## config.mk

```make
export PLATFORM = sky130hd
export DESIGN_NAME = avalon_ram_arbiter
export DESIGN_NICKNAME = d
export VERILOG_FILES = /design/src/rtl/ram_arb_pkg.sv /design/src/rtl/rr_arb2.sv /design/src/rtl/avalon_ram_arbiter.sv
export SDC_FILE = /design/constraint.sdc
export NUM_CORES = 1
export LEC_CHECK = 0
export CAP_MARGIN = 25
export CORE_AREA = 2 2 109 111
export DETAILED_ROUTE_END_ITERATION = 10
export DIE_AREA = 0 0 111 113
export GPL_TIMING_DRIVEN = 0
export HOLD_SLACK_MARGIN = 0.03
export PLACE_DENSITY = 0.7
export SLEW_MARGIN = 10
export SYNTH_ARGS = -nofsm -noshare
export SYNTH_HDL_FRONTEND = slang
export SYNTH_SLANG_ARGS = --single-unit
```

## constraint.sdc

```tcl
create_clock -name clk -period 2.35 [get_ports clk]
set_clock_uncertainty 0.05 [all_clocks]
set_input_delay 0.235 -clock clk [delete_from_list [all_inputs] [get_ports clk]]
set_output_delay 0.235 -clock clk [all_outputs]
set_load 0.02 [all_outputs]
```

## src/rtl/ram_arb_pkg.sv

```systemverilog
// Shared types and defaults for the two-master RAM arbiter.
package ram_arb_pkg;

    typedef enum logic {
        OPEN   = 1'b0,
        LOCKED = 1'b1
    } arb_state_t;

    typedef enum logic {
        M0 = 1'b0,
        M1 = 1'b1
    } port_id_t;

    localparam int LOCK_MAX_DEF = 16;

endpackage

```

## src/rtl/rr_arb2.sv

```systemverilog
// Two-input round-robin grant; masking for freeze and lock is done by the parent.
module rr_arb2
    import ram_arb_pkg::*;
(
    input  logic clk,
    input  logic rst,
    input  logic en,
    input  logic req0,
    input  logic req1,
    input  logic force_m0,
    output logic gnt0,
    output logic gnt1
);

    port_id_t last_grant;

    always_comb begin
        gnt0 = 1'b0;
        gnt1 = 1'b0;
        if (en) begin
            if (req0 && req1) begin
                gnt0 = (last_grant == M1);
                gnt1 = (last_grant == M0);
            end else begin
                gnt0 = req0;
                gnt1 = req1;
            end
        end
    end

    // Marking M1 as last served makes M0 the winner of the next conflict.
    always_ff @(posedge clk or posedge rst) begin
        if (rst) begin
            last_grant <= M1;
        end else if (force_m0) begin
            last_grant <= M1;
        end else if (gnt0) begin
            last_grant <= M0;
        end else if (gnt1) begin
            last_grant <= M1;
        end
    end

endmodule

```

## src/rtl/avalon_ram_arbiter.sv

```systemverilog
// Shares a single-port RAM between the fetch (m0) and data (m1) Avalon-MM ports.
// Define RAM_ARB_PERF_CNT_EN to build the conflict/lock performance counters.
module avalon_ram_arbiter
    import ram_arb_pkg::*;
#(
    parameter int ADDR_W   = 10,
    parameter int DATA_W   = 32,
    parameter int BE_W     = DATA_W / 8,
    parameter int LOCK_MAX = LOCK_MAX_DEF
) (
    input  logic              clk,
    input  logic              reset,
    input  logic              freeze,
    input  logic [ADDR_W+1:0] m0_address,
    input  logic              m0_read,
    output logic              m0_waitrequest,
    output logic [DATA_W-1:0] m0_readdata,
    output logic              m0_readdatavalid,
    input  logic [ADDR_W+1:0] m1_address,
    input  logic              m1_read,
    input  logic              m1_write,
    input  logic [BE_W-1:0]   m1_byteenable,
    input  logic [DATA_W-1:0] m1_writedata,
    input  logic              m1_lock,
    output logic              m1_waitrequest,
    output logic [DATA_W-1:0] m1_readdata,
    output logic              m1_readdatavalid,
    output logic [ADDR_W-1:0] ram_address,
    output logic [BE_W-1:0]   ram_byteenable,
    output logic              ram_chipselect,
    output logic              ram_write,
    output logic [DATA_W-1:0] ram_writedata,
    output logic              ram_clken,
    input  logic [DATA_W-1:0] ram_readdata,
    output logic              lock_timeout,
    output logic [31:0]       perf_conflict_cnt,
    output logic [31:0]       perf_lock_cnt
);

    localparam logic [8:0] LOCK_MAX_W = 9'(LOCK_MAX);

    arb_state_t state, state_nxt;
    logic [7:0] lock_cnt, lock_cnt_nxt;
    logic       lock_block, lock_block_nxt;
    logic       timeout_nxt;
    logic       req0, req1, req0_eff, arb_en;
    logic       gnt0, gnt1;
    logic       rd_pend;
    port_id_t   rd_owner;
    logic       unused_addr_lsb;

    assign req0     = m0_read;
    assign req1     = m1_read | m1_write;
    assign req0_eff = req0 && (state == OPEN);
    assign arb_en   = !freeze && !reset;

    rr_arb2 u_arb (
        .clk      (clk),
        .rst      (reset),
        .en       (arb_en),
        .req0     (req0_eff),
        .req1     (req1),
        .force_m0 (timeout_nxt),
        .gnt0     (gnt0),
        .gnt1     (gnt1)
    );

    // After a forced release, lock_block keeps a still-held m1_lock from re-locking.
    always_comb begin
        state_nxt      = state;
        lock_cnt_nxt   = lock_cnt;
        lock_block_nxt = lock_block;
        timeout_nxt    = 1'b0;
        if (!m1_lock) begin
            lock_block_nxt = 1'b0;
        end
        if (!freeze) begin
            case (state)
                OPEN: begin
                    if (gnt1 && m1_lock && !lock_block) begin
                        state_nxt    = LOCKED;
                        lock_cnt_nxt = 8'd0;
                    end
                end
                LOCKED: begin
                    if (!m1_lock) begin
                        state_nxt    = OPEN;
                        lock_cnt_nxt = 8'd0;
                    end else if (({1'b0, lock_cnt} + 9'd1) >= LOCK_MAX_W) begin
                        state_nxt      = OPEN;
                        lock_cnt_nxt   = 8'd0;
                        timeout_nxt    = 1'b1;
                        lock_block_nxt = 1'b1;
                    end else begin
                        lock_cnt_nxt = lock_cnt + 8'd1;
                    end
                end
                default: state_nxt = OPEN;
            endcase
        end
    end

    always_ff @(posedge clk or posedge reset) begin
        if (reset) begin
            state        <= OPEN;
            lock_cnt     <= 8'd0;
            lock_block   <= 1'b0;
            lock_timeout <= 1'b0;
            rd_pend      <= 1'b0;
            rd_owner     <= M0;
        end else begin
            state        <= state_nxt;
            lock_cnt     <= lock_cnt_nxt;
            lock_block   <= lock_block_nxt;
            lock_timeout <= timeout_nxt;
            rd_pend      <= gnt0 || (gnt1 && !m1_write);
            rd_owner     <= gnt1 ? M1 : M0;
        end
    end

    assign m0_waitrequest   = !gnt0;
    assign m1_waitrequest   = !gnt1;
    assign m0_readdata      = ram_readdata;
    assign m1_readdata      = ram_readdata;
    assign m0_readdatavalid = rd_pend && (rd_owner == M0);
    assign m1_readdatavalid = rd_pend && (rd_owner == M1);

    // A write wins over a simultaneous read on m1; the byte-address LSBs are dropped.
    assign ram_chipselect  = gnt0 | gnt1;
    assign ram_write       = gnt1 && m1_write;
    assign ram_address     = gnt1 ? m1_address[ADDR_W+1:2] : m0_address[ADDR_W+1:2];
    assign ram_byteenable  = ram_write ? m1_byteenable : {BE_W{1'b1}};
    assign ram_writedata   = m1_writedata;
    assign ram_clken       = 1'b1;
    assign unused_addr_lsb = ^{m0_address[1:0], m1_address[1:0]};

`ifdef RAM_ARB_PERF_CNT_EN
    logic [31:0] conflict_cnt, lock_cyc_cnt;

    function automatic logic [31:0] sat_inc(input logic [31:0] v);
        return (v == 32'hFFFF_FFFF) ? v : v + 32'd1;
    endfunction

    always_ff @(posedge clk or posedge reset) begin
        if (reset) begin
            conflict_cnt <= 32'd0;
            lock_cyc_cnt <= 32'd0;
        end else begin
            if (req0 && req1 && !freeze) begin
                conflict_cnt <= sat_inc(conflict_cnt);
            end
            if (state == LOCKED) begin
                lock_cyc_cnt <= sat_inc(lock_cyc_cnt);
            end
        end
    end

    assign perf_conflict_cnt = conflict_cnt;
    assign perf_lock_cnt     = lock_cyc_cnt;
`else
    assign perf_conflict_cnt = 32'd0;
    assign perf_lock_cnt     = 32'd0;
`endif

endmodule

```

==> qor.csv <==
stage;metric;value;unit
run_status;status;finished clean;
layout;register area;352;sq um
cts;Clk pin slew, worst setup/hold paths;50;ps
power_and_ir_drop;worst vdd ir;0.321;mV
synthesis;Netlist Area Pre-Place;0.00209;sq mm
cts;Skew-Pair Late Insertion Delay;240;ps
detailed_routing;vias;2017;
floorplanning;Starting Density;0.185;
layout;layout cells sized above 1;0.395;
critical_path;Critical Path Sink Type;output port;
layout;Ant. Diodes;0;
layout;# fillers;1148;
power_and_ir_drop;Power Total;1560;uW
floorplanning;Die ar.;0.0125;sq mm
global_routing;GR Util All Layers;0.0870;
cts;TritonCTS buffer count;3;
cts;Clock Tree Root;clkbuf_16;
critical_path;Worst R2R Path Depth;5;
synthesis;mux share of post-synthesis cell area;0.0683;
min_path;Hold Path Cell Cnt;2;
global_routing;routing usage on met2;0.189;
critical_path;FF-to-FF End;lock_cnt[2];
sta;Worst slew margin;0.647;
synthesis;Synth Area in Compound Gates;0.0593;
synthesis;Post-Syn Instances;244;
global_routing;gr ovfl total;0;
critical_path;Arrival @ worst endpoint;1910;ps
synthesis;Ys Warns;0;
detailed_routing;# DRC;0;
floorplanning;overall die width;111;um
critical_path;CP required;2070;ps
synthesis;Post-Syn Area per Cell;8.56;sq um
detailed_routing;number of DRC markers in iteration 0;24;
sta;Slew @ Worst Pin;528;ps
placement;RePlAce Congestion;0.792;
detailed_routing;Routed WL;6260;um
global_routing;Top Usage Layer GRT;met2;
sta;max frequency;455;MHz
floorplanning;total I/O pin count;281;
synthesis;post-synthesis adder-cell area fraction;0.0120;
synthesis;sequential area share after synthesis;0.168;
global_routing;vias in the first global route;1854;
sta;Hold Vio Cnt, Final;0;
layout;Layout area overhead;94.0;%
critical_path;worst reg2reg startpoint;lock_cnt[0];
sta;final max-slew violation count;0;
power_and_ir_drop;static leakage;0.00208;uW
critical_path;crit path max fanout;10;
sta;final setup fails;0;
synthesis;Most used DFF post-synth;dfrtp_1;
layout;nets@finish;560;
global_routing;GR Util met1;0.0739;
sta;setup tns final;0;ps
synthesis;Yosys reg bits;14;
placement;port bufs;147;
detailed_routing;WL/cell;10.4;um
min_path;Worst Hold Class;input pin to register;
placement;post-DP HPWL;5780;um
min_path;min-delay src;m1_write;
layout;multi-input logic area;742;sq um
global_routing;first-pass GRT wire length;8870;um
critical_path;register-to-register setup slack;700;ps
critical_path;Startpoint Class;input pin;
floorplanning;die height;113;um
detailed_routing;First-pass DRT Iterations;4;
flow_run;Max-Cap Viols;0;
cts;post-CTS setup buffer count;0;
cts;CTS tree;built;
cts;Max Root-Sink Buffers;2;
detailed_routing;DR vias/cell;3.36;
sta;Tcrit/Tclk final;0.936;
synthesis;post-synthesis xor/xnor area fraction;0;
placement;dpl cells;597;
floorplanning;FP Rows;39;
synthesis;Async SR Flop Fraction;1.00;
synthesis;largest family of logic cells by synthesized area;buffers and inverters;
detailed_routing;Detail Route Antenna Nets;0;
cts;CTS sink cnt;14;
critical_path;crit path launch;m1_read;
global_routing;pin count of the biggest net entering global routing;15;
synthesis;synth unique cells;36;
sta;RSZ-0062 raised after global routing;false;
critical_path;Worst Path Class, Setup;input pin to output port;
floorplanning;Core Region;0.0113;sq mm
sta;post-layout min period;2200;ps
sta;Hold WS;273;ps
synthesis;post-synthesis simple-gate area fraction;0.0976;
cts;H-tree levels;1;
global_routing;met3 Use GR;0.0332;
synthesis;Post-synth EDFFs;0;
min_path;Hold Path Sink;rd_pend;
global_routing;antenna violations before repair;0;
power_and_ir_drop;PD cells;385;mW/mm^2
layout;Finished Layout Cells;601;
-- area by class of cell --
class,count,share of cell area
Tap cell,143,0.0441
Buffer,162,0.301
Sequential cell,14,0.0867
Multi-Input combinational cell,127,0.183
Inverter,4,0.00370
Timing Repair Buffer,147,0.360
Clock buffer,4,0.0219
-- repair_timing --
item | in CTS | in global routing
resized for setup | 16 | 2
hold buffers | 0 | 0
endpoints found under the setup margin | 15 | 10
hold endpoints to repair | 0 | 0
gates cloned | 0 | 0
-- logic make-up (layout without fill, tap and decap cells) --
family | after synthesis | after routing
other | 2 | 65
multiplexers | 10 | 10
buffers and inverters | 166 | 317
flip-flops | 14 | 14
AND/OR/NAND/NOR | 35 | 35
AO/OA/AOI/OAI | 15 | 15
adder cells (fa/ha/maj) | 2 | 2
-- sequential cells by signal, summed over array words and instances (netlist names) --
name / count
u_arb.last_grant: 1
state: 1
lock_cnt: 8
rd_owner: 1
rd_pend: 1
lock_timeout: 1
lock_block: 1
-- stage by stage --
step,worst slack [ps],instance area (sq um),util
floorplan,804,2330,-
global placement,-216,3980,0.353
detailed placement,-244,3980,0.353
CTS,41.8,4050,0.359
global route,67.6,4050,0.360
finish,151,4050,0.360
-- power by group --
part           total (uW)  switching [uW]  internal, uW  leakage, uW
registers             342            56.4           286     0.000186
clock network         345            87.8           257    0.0000442
logic                 876             409           466      0.00185
-- critical path, stage by stage --
cell and delay (ps):
clkdlybuf4s50_1 420, or2_1 260, and3_4 180, buf_6 160, inv_1 60, clkdlybuf4s50_1 590
-- synth_stat cells, drive strengths merged, types with 3 or more instances --
cell     n  area share
nor2     3      0.0054
or2      6       0.018
nand2    7       0.013
inv      4      0.0072
o21ai    3      0.0072
mux2    10       0.068
nor2b    3      0.0090
and2     5       0.015
buf    162        0.58
dfrtp   13        0.16
-- layer usage --
metal	vias to the layer above	share of wire
li1	981	-
met1	870	0.31
met2	164	0.57
met3	2	0.12
met4	0	0.0054
met5	-	0
-- how the worst max path moves through the flow --
stage	endpoint	slack [ps]	depth (start not counted)
after floorplan	ram_address[1]	800	4
after global placement	ram_address[1]	-220	6
after detailed placement	ram_address[1]	-240	6
after CTS	ram_address[1]	40	6
after global routing	ram_address[1]	70	6
final	m1_waitrequest	150	6
-- cell usage in the layout (no fill, tap or decap), types with 2 or more instances in the layout --
cell type          n
mux2_1             2
nand3_1            2
nand2_1            7
inv_1              4
clkdlybuf4s50_1  130
dlygate4sd2_1     15
dlymetal6s2s_1     2
a31oi_1            2
and2_1             5
nor2_1             2
ha_1               2
nor2b_1            3
dfrtp_1           13
mux2_4             8
buf_4            161
or2_1              6
nor3_1             2
clkbuf_16          3
conb_1            65
o21ai_0            2
Note: power is estimated with default switching activity, not from simulation.
